## config.mk

```make
export PLATFORM = sky130hd
export DESIGN_NAME = rx_window_controller
export DESIGN_NICKNAME = d
export VERILOG_FILES = /design/src/rtl/rx_ctrl_pkg.sv /design/src/rtl/rx_timer.sv /design/src/rtl/rx_window_controller.sv
export SDC_FILE = /design/constraint.sdc
export NUM_CORES = 1
export LEC_CHECK = 0
export CAP_MARGIN = 20
export CORE_MARGIN = 2
export CORE_UTILIZATION = 40
export CTS_CLUSTER_DIAMETER = 120
export DETAILED_ROUTE_END_ITERATION = 8
export PLACE_DENSITY_LB_ADDON = 0.08
export REMOVE_ABC_BUFFERS = 1
export SLEW_MARGIN = 20
export SYNTH_ARGS = -nofsm -noshare
export SYNTH_HDL_FRONTEND = slang
export SYNTH_SLANG_ARGS = --single-unit
```

## constraint.sdc

```tcl
create_clock -name clk -period 2.7 [get_ports clk]
set_input_delay 0.405 -clock clk [delete_from_list [all_inputs] [get_ports clk]]
set_output_delay 0.405 -clock clk [all_outputs]
set_load 0.01 [all_outputs]
```

## src/rtl/rx_ctrl_pkg.sv

```systemverilog
// Shared encodings for the receive-window controller: FSM states and the
// status codes reported with rx_done.
package rx_ctrl_pkg;

    typedef enum logic [2:0] {
        ST_IDLE    = 3'd0,
        ST_HOLDOFF = 3'd1,
        ST_SEARCH  = 3'd2,
        ST_RECEIVE = 3'd3,
        ST_DONE    = 3'd4
    } state_t;

    localparam logic [1:0] STATUS_OK          = 2'd0;
    localparam logic [1:0] STATUS_NO_PREAMBLE = 2'd1;
    localparam logic [1:0] STATUS_OVERFLOW    = 2'd2;
    localparam logic [1:0] STATUS_ABORTED     = 2'd3;

endpackage

```

## src/rtl/rx_timer.sv

```systemverilog
// Loadable down-counter. A load of N-1 makes expired rise after N cycles in
// the loaded state; the count parks at zero instead of wrapping.
module rx_timer #(
    parameter int WIDTH = 12
) (
    input  logic             clk,
    input  logic             rst_n,
    input  logic             load,
    input  logic [WIDTH-1:0] load_val,
    output logic             expired
);

    logic [WIDTH-1:0] count;

    // Load has priority; otherwise count down and hold at zero.
    always_ff @(posedge clk or negedge rst_n) begin
        if (!rst_n) begin
            count <= '0;
        end else if (load) begin
            count <= load_val;
        end else if (count != '0) begin
            count <= count - WIDTH'(1);
        end
    end

    assign expired = (count == '0);

endmodule

```

## src/rtl/rx_window_controller.sv

```systemverilog
// Receive-window sequencer around the preamble detector. One window per
// tx_done: holdoff with the detector in reset, preamble search under a
// timeout, bit forwarding until postamble/overflow/abort, one status pulse.
// Handshake: rx_vld is a one-cycle qualifier for rx_dat with no backpressure;
// rx_done is a one-cycle pulse qualifying rx_status, rx_bit_count, rx_bank.
module rx_window_controller
    import rx_ctrl_pkg::*;
#(
    parameter int HOLDOFF_CYCLES = 64,
    parameter int SEARCH_TIMEOUT = 4096,
    parameter int MAX_BITS       = 128,
    parameter int BANKS          = 9,
    localparam int CW            = $clog2(MAX_BITS + 1),
    localparam int BANK_WIDTH    = $clog2(BANKS)
) (
    input  logic                  clk,
    input  logic                  rst_n,
    input  logic                  tx_done,
    input  logic                  abort,
    input  logic [CW-1:0]         max_bits,
    input  logic                  det_out_dat,
    input  logic                  det_out_vld,
    input  logic                  det_preamble,
    input  logic                  det_postamble,
    input  logic [BANK_WIDTH-1:0] det_bank,
    output logic                  det_rst,
    output logic                  det_en,
    output logic                  rx_dat,
    output logic                  rx_vld,
    output logic                  rx_done,
    output logic [1:0]            rx_status,
    output logic [CW-1:0]         rx_bit_count,
    output logic [BANK_WIDTH-1:0] rx_bank,
    output logic                  busy
);

    localparam int TMAX = (SEARCH_TIMEOUT > HOLDOFF_CYCLES) ? SEARCH_TIMEOUT : HOLDOFF_CYCLES;
    localparam int TW   = $clog2(TMAX);

    state_t          state;
    logic [CW-1:0]   max_bits_q;
    logic            timer_load;
    logic [TW-1:0]   timer_val;
    logic            timer_expired;
    logic            close;
    logic [1:0]      close_status;

    // Timer reload: holdoff length on window open, search length on holdoff expiry.
    always_comb begin
        timer_load = ((state == ST_IDLE) && tx_done) ||
                     ((state == ST_HOLDOFF) && timer_expired);
        timer_val  = (state == ST_IDLE) ? TW'(HOLDOFF_CYCLES - 1) : TW'(SEARCH_TIMEOUT - 1);
    end

    rx_timer #(.WIDTH(TW)) u_timer (
        .clk      (clk),
        .rst_n    (rst_n),
        .load     (timer_load),
        .load_val (timer_val),
        .expired  (timer_expired)
    );

    // Window-closing conditions in priority order: abort, then per-state causes.
    // A preamble in the timeout cycle keeps the window open.
    always_comb begin
        close        = 1'b0;
        close_status = STATUS_OK;
        if (abort && (state == ST_HOLDOFF || state == ST_SEARCH || state == ST_RECEIVE)) begin
            close        = 1'b1;
            close_status = STATUS_ABORTED;
        end else if (state == ST_SEARCH) begin
            if (!det_preamble && timer_expired) begin
                close        = 1'b1;
                close_status = STATUS_NO_PREAMBLE;
            end
        end else if (state == ST_RECEIVE) begin
            if (det_postamble) begin
                close        = 1'b1;
                close_status = STATUS_OK;
            end else if (det_out_vld && (rx_bit_count == max_bits_q)) begin
                close        = 1'b1;
                close_status = STATUS_OVERFLOW;
            end
        end
    end

    // Window FSM with registered outputs; rx_vld and rx_done are one-cycle pulses.
    always_ff @(posedge clk or negedge rst_n) begin
        if (!rst_n) begin
            state        <= ST_IDLE;
            max_bits_q   <= '0;
            det_rst      <= 1'b1;
            det_en       <= 1'b0;
            rx_dat       <= 1'b0;
            rx_vld       <= 1'b0;
            rx_done      <= 1'b0;
            rx_status    <= STATUS_OK;
            rx_bit_count <= '0;
            rx_bank      <= '0;
            busy         <= 1'b0;
        end else begin
            rx_vld  <= 1'b0;
            rx_done <= 1'b0;
            if (close) begin
                state     <= ST_DONE;
                rx_status <= close_status;
                rx_done   <= 1'b1;
                det_rst   <= 1'b1;
                det_en    <= 1'b0;
            end else begin
                case (state)
                    ST_IDLE: begin
                        if (tx_done) begin
                            state        <= ST_HOLDOFF;
                            max_bits_q   <= max_bits;
                            rx_bit_count <= '0;
                            rx_bank      <= '0;
                            rx_status    <= STATUS_OK;
                            busy         <= 1'b1;
                        end
                    end
                    ST_HOLDOFF: begin
                        if (timer_expired) begin
                            state   <= ST_SEARCH;
                            det_rst <= 1'b0;
                            det_en  <= 1'b1;
                        end
                    end
                    ST_SEARCH: begin
                        if (det_preamble) begin
                            state   <= ST_RECEIVE;
                            rx_bank <= det_bank;
                        end
                    end
                    ST_RECEIVE: begin
                        if (det_out_vld && (rx_bit_count != '1)) begin
                            rx_vld       <= 1'b1;
                            rx_dat       <= det_out_dat;
                            rx_bit_count <= rx_bit_count + CW'(1);
                        end
                    end
                    ST_DONE: begin
                        state <= ST_IDLE;
                        busy  <= 1'b0;
                    end
                    default: begin
                        state   <= ST_IDLE;
                        det_rst <= 1'b1;
                        det_en  <= 1'b0;
                        busy    <= 1'b0;
                    end
                endcase
            end
        end
    end

endmodule

```

==> results_dict.tcl, run 1 <==
set metrics [dict create \
    maxCapViolCount 0 \
    cp-start-kind "flip-flop" \
    diodes 0 \
    synth_ff_type "dfrtp_1" \
    drt_iter0_drc 75 \
    avgSynthCellArea_um2 9.50 \
    tns_ns 0 \
    power.total_mw 2.32 \
    clkTransAtPathRegs_ns 0.08 \
    synth_warnings 0 \
    grt_overflow 0 \
    wire_per_inst_um 13.5 \
    io_buffers 39 \
    crit_required_ns 2.87 \
    area_delta_synth_final_pct 24.6 \
    min_period_over_period_pct 78.8 \
    dp.cells 349 \
    async_flop_share_pct 100 \
    die_area_mm2 0.00634 \
    dr.pass1.iters 5 \
    grt_max_degree 44 \
    die_w_um 79.6 \
    setup.worst_path.end_class "flip-flop" \
    status "finished clean" \
    htree_levels 2 \
    die_y_um 79.6 \
    synth_edf_count 0 \
    hold_viol 0 \
    dr_total_vias 1792 \
    reg2reg_depth 7 \
    final_core_util_pct 51.8 \
    cp_max_fo 13 \
    final_common_cell "nand2_1" \
    p_leak_nw 1.27 \
    grt_pass1_vias 1775 \
    ctsResizeCount 0 \
    slew_headroom_pct 36.4 \
    drive_gt1_share_pct 8.07 \
    postCtsHoldBufs 0 \
    route.detailed.drc 0 \
    ios 40 \
    instances_no_fill 357 \
    placementRows 27 \
    rsz0062_at_grt "no" \
    coreArea_mm2 0.00551 \
    finalSetupViolations 0 \
    routed_via_density 5.02 \
    hpwlAfterDp_um 3490 \
    criticalPathCategory "flip-flop to flip-flop" \
    cts-root-buf "clkbuf_8" \
    fin_area_mm2 0.00285 \
    grt_util_all_layers_pct 16.8 \
    ys_seq_elements 43 \
    routabilityCongestion 0.802 \
    hold_class "input pin to asynchronous set/reset pin" \
    antenna_left 0 \
    post-cts-setup-buffer-count 0 \
    skew_ns 0.00503 \
    clock_latency_ns 0.28 \
    final.setup.worst_slack_ns 0.572 \
    whs_ns 0.271 \
    numClockSinks 43 \
    peakVddDrop_uv 358 \
    preCtsSetupSlack_ns 0.398 \
    worstMarginPinSlew_ns 0.953 \
    antenna_found_initial 0 \
    cp.arrival_ns 2.30 \
    ys_seq_area_share_pct 47.1 \
    post_dp_cell_area_mm2 0.00277 \
    max_freq_mhz 470 \
    period_needed_ns 2.13 \
    final_nets 307 \
    cts_tree "done" \
    grt_pass1_wl_um 8320 \
    wl_um 4810 \
    finalMaxSlewViolations 0 \
    synth_cell_types 43 \
    cts_buffer_depth 2 \
    syn_area_mm2 0.00229 \
    initial_core_util_pct 41.6 \
    synth_cells 241 \
    layout_common_cells "54 x nand2_1, 42 x dfrtp_1, 38 x clkdlybuf4s50_1, 15 x mux2i_1, 12 x xnor2_1" \
    p_per_area_mw_per_mm2 814 \
    cts_buffers 5 \
]
state kept, by name (all words and copies together), names as in the netlist:
name	count
busy	1
det_en	1
det_rst	1
max_bits_q	8
rx_bank	4
rx_bit_count	8
rx_dat	1
rx_done	1
rx_status	2
rx_vld	1
state	3
u_timer.count	12
worst paths after layout:
kind | start | end | slack, ns
max | state[2] | rx_bit_count[0] | 0.57
min | rst_n | det_en | 0.27
max reg2reg | state[2] | rx_bit_count[0] | 0.57
min reg2reg | rx_dat | rx_dat | 0.49
max in group asynchronous | rst_n | max_bits_q[2] | 1.85
min in group clk | rx_dat | rx_dat | 0.49
synth_stat cells, drive strengths merged, types with 3 or more instances:
| library cell | instances | area [um2] |
|---|---|---|
| nor3 | 7 | 35.0 |
| mux2i | 15 | 150 |
| nand2b | 10 | 62.6 |
| nand3 | 9 | 45.0 |
| and2 | 3 | 18.8 |
| nand4 | 8 | 50.1 |
| xnor2 | 12 | 105 |
| xor2 | 5 | 43.8 |
| nor4 | 3 | 46.3 |
| a21oi | 3 | 15.0 |
| ha | 3 | 37.5 |
| nor3b | 3 | 22.5 |
| nor2 | 11 | 41.3 |
| buf | 4 | 26.3 |
| o21ai | 9 | 45.0 |
| clkbuf | 6 | 22.5 |
| nand2 | 54 | 203 |
| dfrtp | 42 | 1050 |
| inv | 9 | 33.8 |
critical path: stages (launching register included):
cell      delay (ns)
dfrtp_1         0.55
buf_4           0.22
nor3b_1         0.05
buf_4           0.16
nand2b_1        0.10
o21a_1          0.39
nand3_1         0.20
mux2_1          0.35
layer usage:
metal / GRT usage (%) / up-vias / wire length [um]
met5: 0 / - / 0
met4: 4.66 / 0 / 60
met3: 3.62 / 4 / 227
met2: 27.1 / 43 / 2230
met1: 22.9 / 840 / 2290
li1: - / 905 / -
final cells by class:
type                    instances  area [um2]
fillers                       538        2660
multi-input cells             179        1130
flip-flops and latches         43        1080
repair buffers                 46         438
well taps                      72        90.1
clock buffers                   5        68.8
inverters                       9        33.8
clock inverters                 3        15.0
cell families (layout without fill, tap and decap cells):
logic type	Yosys count	in the layout	share of synthesized area (%)
AOI/OAI and AO/OA	22	22	6.01
xor gates and xnor gates	17	17	6.51
adders and majority gates	3	3	1.64
buffers and inverters	19	63	3.61
DFF	43	43	47.1
muxes	17	17	7.54
and+or+nand+nor	120	120	27.6
where the power goes:
group          switching, mW  internal, mW
Clock                  0.217         0.177
Sequential             0.174         0.820
Combinational          0.483         0.450
No activity file was read; power rests on OpenSTA's default activity.
==> run 2: changes to the inputs <==
==> constraint.sdc (replaced) <==
create_clock -name clk -period 1.7 [get_ports clk]
set_input_delay 0.255 -clock clk [delete_from_list [all_inputs] [get_ports clk]]
set_output_delay 0.255 -clock clk [all_outputs]
set_load 0.01 [all_outputs]
==> run 2 against run 1 <==
  * The flow now finishes with violations (setup timing)
  * Sequential cell count did not move
  * Die area did not move
  * Cell area increased by 27%
  * Setup slack got worse by 0.74 ns
  * Global-route usage grew 2.2 points
  * Clock skew rose by 0.0054 ns
  * Final cell count is 18% higher
  * Via count increased by 15%
  * Power up 100%
  * Clock power up 110%
  * Core utilization grew 14 points
  * Hold slack gained 0.15 ns
  * Critical endpoint is now det_rst
  * Largest cell class unchanged
==> results_dict.tcl, run 2 (synthesis results as in run 1) <==
set metrics [dict create \
    final_nets 370 \
    p_per_area_mw_per_mm2 1300 \
    cp-startpoint "state[2]" \
    tns_ns -2.73 \
    cp_top_family "compound AO/OA/AOI/OAI gates" \
    cts_tree "done" \
    worstMarginPinSlew_ns 0.490 \
    regToRegSetupSlack_ns -0.17 \
    crit-reg2reg-capture "det_rst" \
    timing.rr.start "state[2]" \
    critPathBufInv 1 \
    combPwrFrac_pct 49.3 \
    coreArea_mm2 0.00551 \
    cts-root-buf "clkbuf_8" \
    crit_path_cell_trace "and3b_2 -> nand2_1 -> o31a_1 -> buf_4 -> a31o_1 -> a21o_1" \
    crit_required_ns 1.95 \
    cp-start-kind "flip-flop" \
    io_buffers 39 \
    fillers 472 \
    status "complete, but fails checks" \
    grt_pass1_wl_um 9250 \
    die_area_mm2 0.00634 \
    routed_via_density 4.90 \
    die_y_um 79.6 \
    antenna_left 0 \
    placementRows 27 \
    p_seq_share_pct 32.7 \
    top_regs "u_timer.count (12), max_bits_q (8), rx_bit_count (8)" \
    final.setup.worst_slack_ns -0.166 \
    switching_power_mw 1.70 \
    power_frac_clock_pct 18.0 \
    final_core_util_pct 65.9 \
    cp_max_fo 6 \
    clkTransAtPathRegs_ns 0.09 \
    cts_buffer_depth 2 \
    fin_area_mm2 0.00363 \
    largest_register_ffs 12 \
    layout_common_cells "62 x buf_4, 50 x nand2_1, 38 x dfrtp_1, 36 x clkdlybuf4s50_1, 14 x mux2i_1" \
    setup.worst_path.end_class "flip-flop" \
    rsz0062_at_grt "yes" \
    die_w_um 79.6 \
    hold_class "input pin to asynchronous set/reset pin" \
    grt_overflow 0 \
    final_common_cell "buf_4" \
    slowest_delay_ns 0.45 \
    grt_util_all_layers_pct 19.0 \
    instances_no_fill 420 \
    hpwlAfterDp_um 3960 \
    peakVddDrop_uv 675 \
    p_leak_nw 1.66 \
    drt_iter0_drc 63 \
    grt_max_degree 27 \
    grt_pass1_vias 1994 \
    numClockSinks 43 \
    initial_core_util_pct 41.6 \
    drive_gt1_share_pct 35.9 \
    reg2reg_depth 6 \
    dr_total_vias 2058 \
    violations "setup timing" \
    area_delta_synth_final_pct 58.7 \
    post_dp_cell_area_mm2 0.00315 \
    path_depth 6 \
    cts_buffers 5 \
    routabilityCongestion 0.802 \
    antenna_found_initial 0 \
    clock_latency_ns 0.31 \
    ios 40 \
    finalSetupViolations 29 \
    dp.cells 398 \
    diodes 0 \
    internal_power_mw 3.00 \
    wl_um 5780 \
    hold_viol 0 \
    top_register "u_timer.count" \
    crit_end "det_rst" \
    wire_per_inst_um 13.8 \
    htree_levels 2 \
    min_period_over_period_pct 110 \
    max_freq_mhz 536 \
    slew_headroom_pct 66.9 \
    dr.pass1.iters 4 \
    cp.arrival_ns 2.11 \
    maxCapViolCount 0 \
    period_needed_ns 1.87 \
    criticalPathCategory "flip-flop to flip-flop" \
    skew_ns 0.0104 \
    cp_slowest_cell "dfrtp_1" \
    route.detailed.drc 0 \
    finalMaxSlewViolations 0 \
    switching_share_pct 36.1 \
]
==> run 2: cell types whose count changed in the layout (fill, tap and decap cells not counted), moves of 4 or more <==
cell     before  now
o21ai_1       8    4
nand2_1      54   50
buf_6         0    7
buf_4         7   62
dfrtp_1      42   38
dfrtp_2       0    4
==> run 2: power groups by stage <==
stage / combinational (mW) / clock [mW] / sequential (mW)
after floorplan: 0.842 / 0 / 1.62
after global placement: 1.85 / 0 / 1.53
after detailed placement: 1.87 / 0 / 1.53
after CTS: 2.08 / 0.861 / 1.52
after global routing: 2.53 / 0.907 / 1.58
final: 2.32 / 0.847 / 1.54
==> run 2: worst min-delay path by stage <==
stage / startpoint / to / slack [ns] / depth (start not counted)
3_3_place_gp: rst_n / rx_bank[1] / 0.24 / 1
4_1_cts: rst_n / det_en / 0.44 / 2
6_report: rst_n / rx_bank[1] / 0.42 / 2
3_5_place_dp: rst_n / rx_bank[1] / 0.23 / 1
5_1_grt: rst_n / rx_bank[1] / 0.48 / 2
2_1_floorplan: rst_n / busy / -0.04 / 0
==> run 2: worst register-to-register path, stage by stage (launching register included) <==
cell and delay [ns]:
dfrtp_1 0.45, and3b_2 0.30, nand2_1 0.12, o31a_1 0.38, buf_4 0.17, a31o_1 0.21
a21o_1 0.18
==> run 2: timing repair <==
item / 4_1_cts / 5_1_grt
buffers inserted: 7 / 8
hold endpoints to repair: 16 / 0
pin swaps: 10 / 16
resized for setup: 21 / 39
endpoints found under the setup margin: 30 / 36
hold buffers: 1 / 0
==> run 2: through the flow <==
stage	hold slack (ns)	total power, mW	worst slack (ns)
2_1_floorplan	-0.0406	2.46	-0.306
3_3_place_gp	0.237	3.38	-0.420
3_5_place_dp	0.230	3.40	-0.392
4_1_cts	0.438	4.46	-0.135
5_1_grt	0.479	5.02	-0.237
6_report	0.419	4.70	-0.166
==> run 2: final cells by class <==
cell class	count	area, um2	area share, %
Inverter	9	33.8	0.930
Multi-Input combinational cell	179	1360	37.3
Tap cell	72	90.1	2.48
Sequential cell	43	1080	29.8
Clock inverter	2	35.0	0.965
Clock buffer	6	82.6	2.27
Timing Repair Buffer	109	952	26.2
==> run 2: routing by layer <==
metal / share of wire, % / track usage [%] / up-vias
met5: 0 / 0 / -
met4: 1.3 / 7.24 / 0
met3: 3.5 / 4.64 / 7
met2: 49 / 30.7 / 32
met1: 46 / 24.7 / 984
li1: - / - / 1035
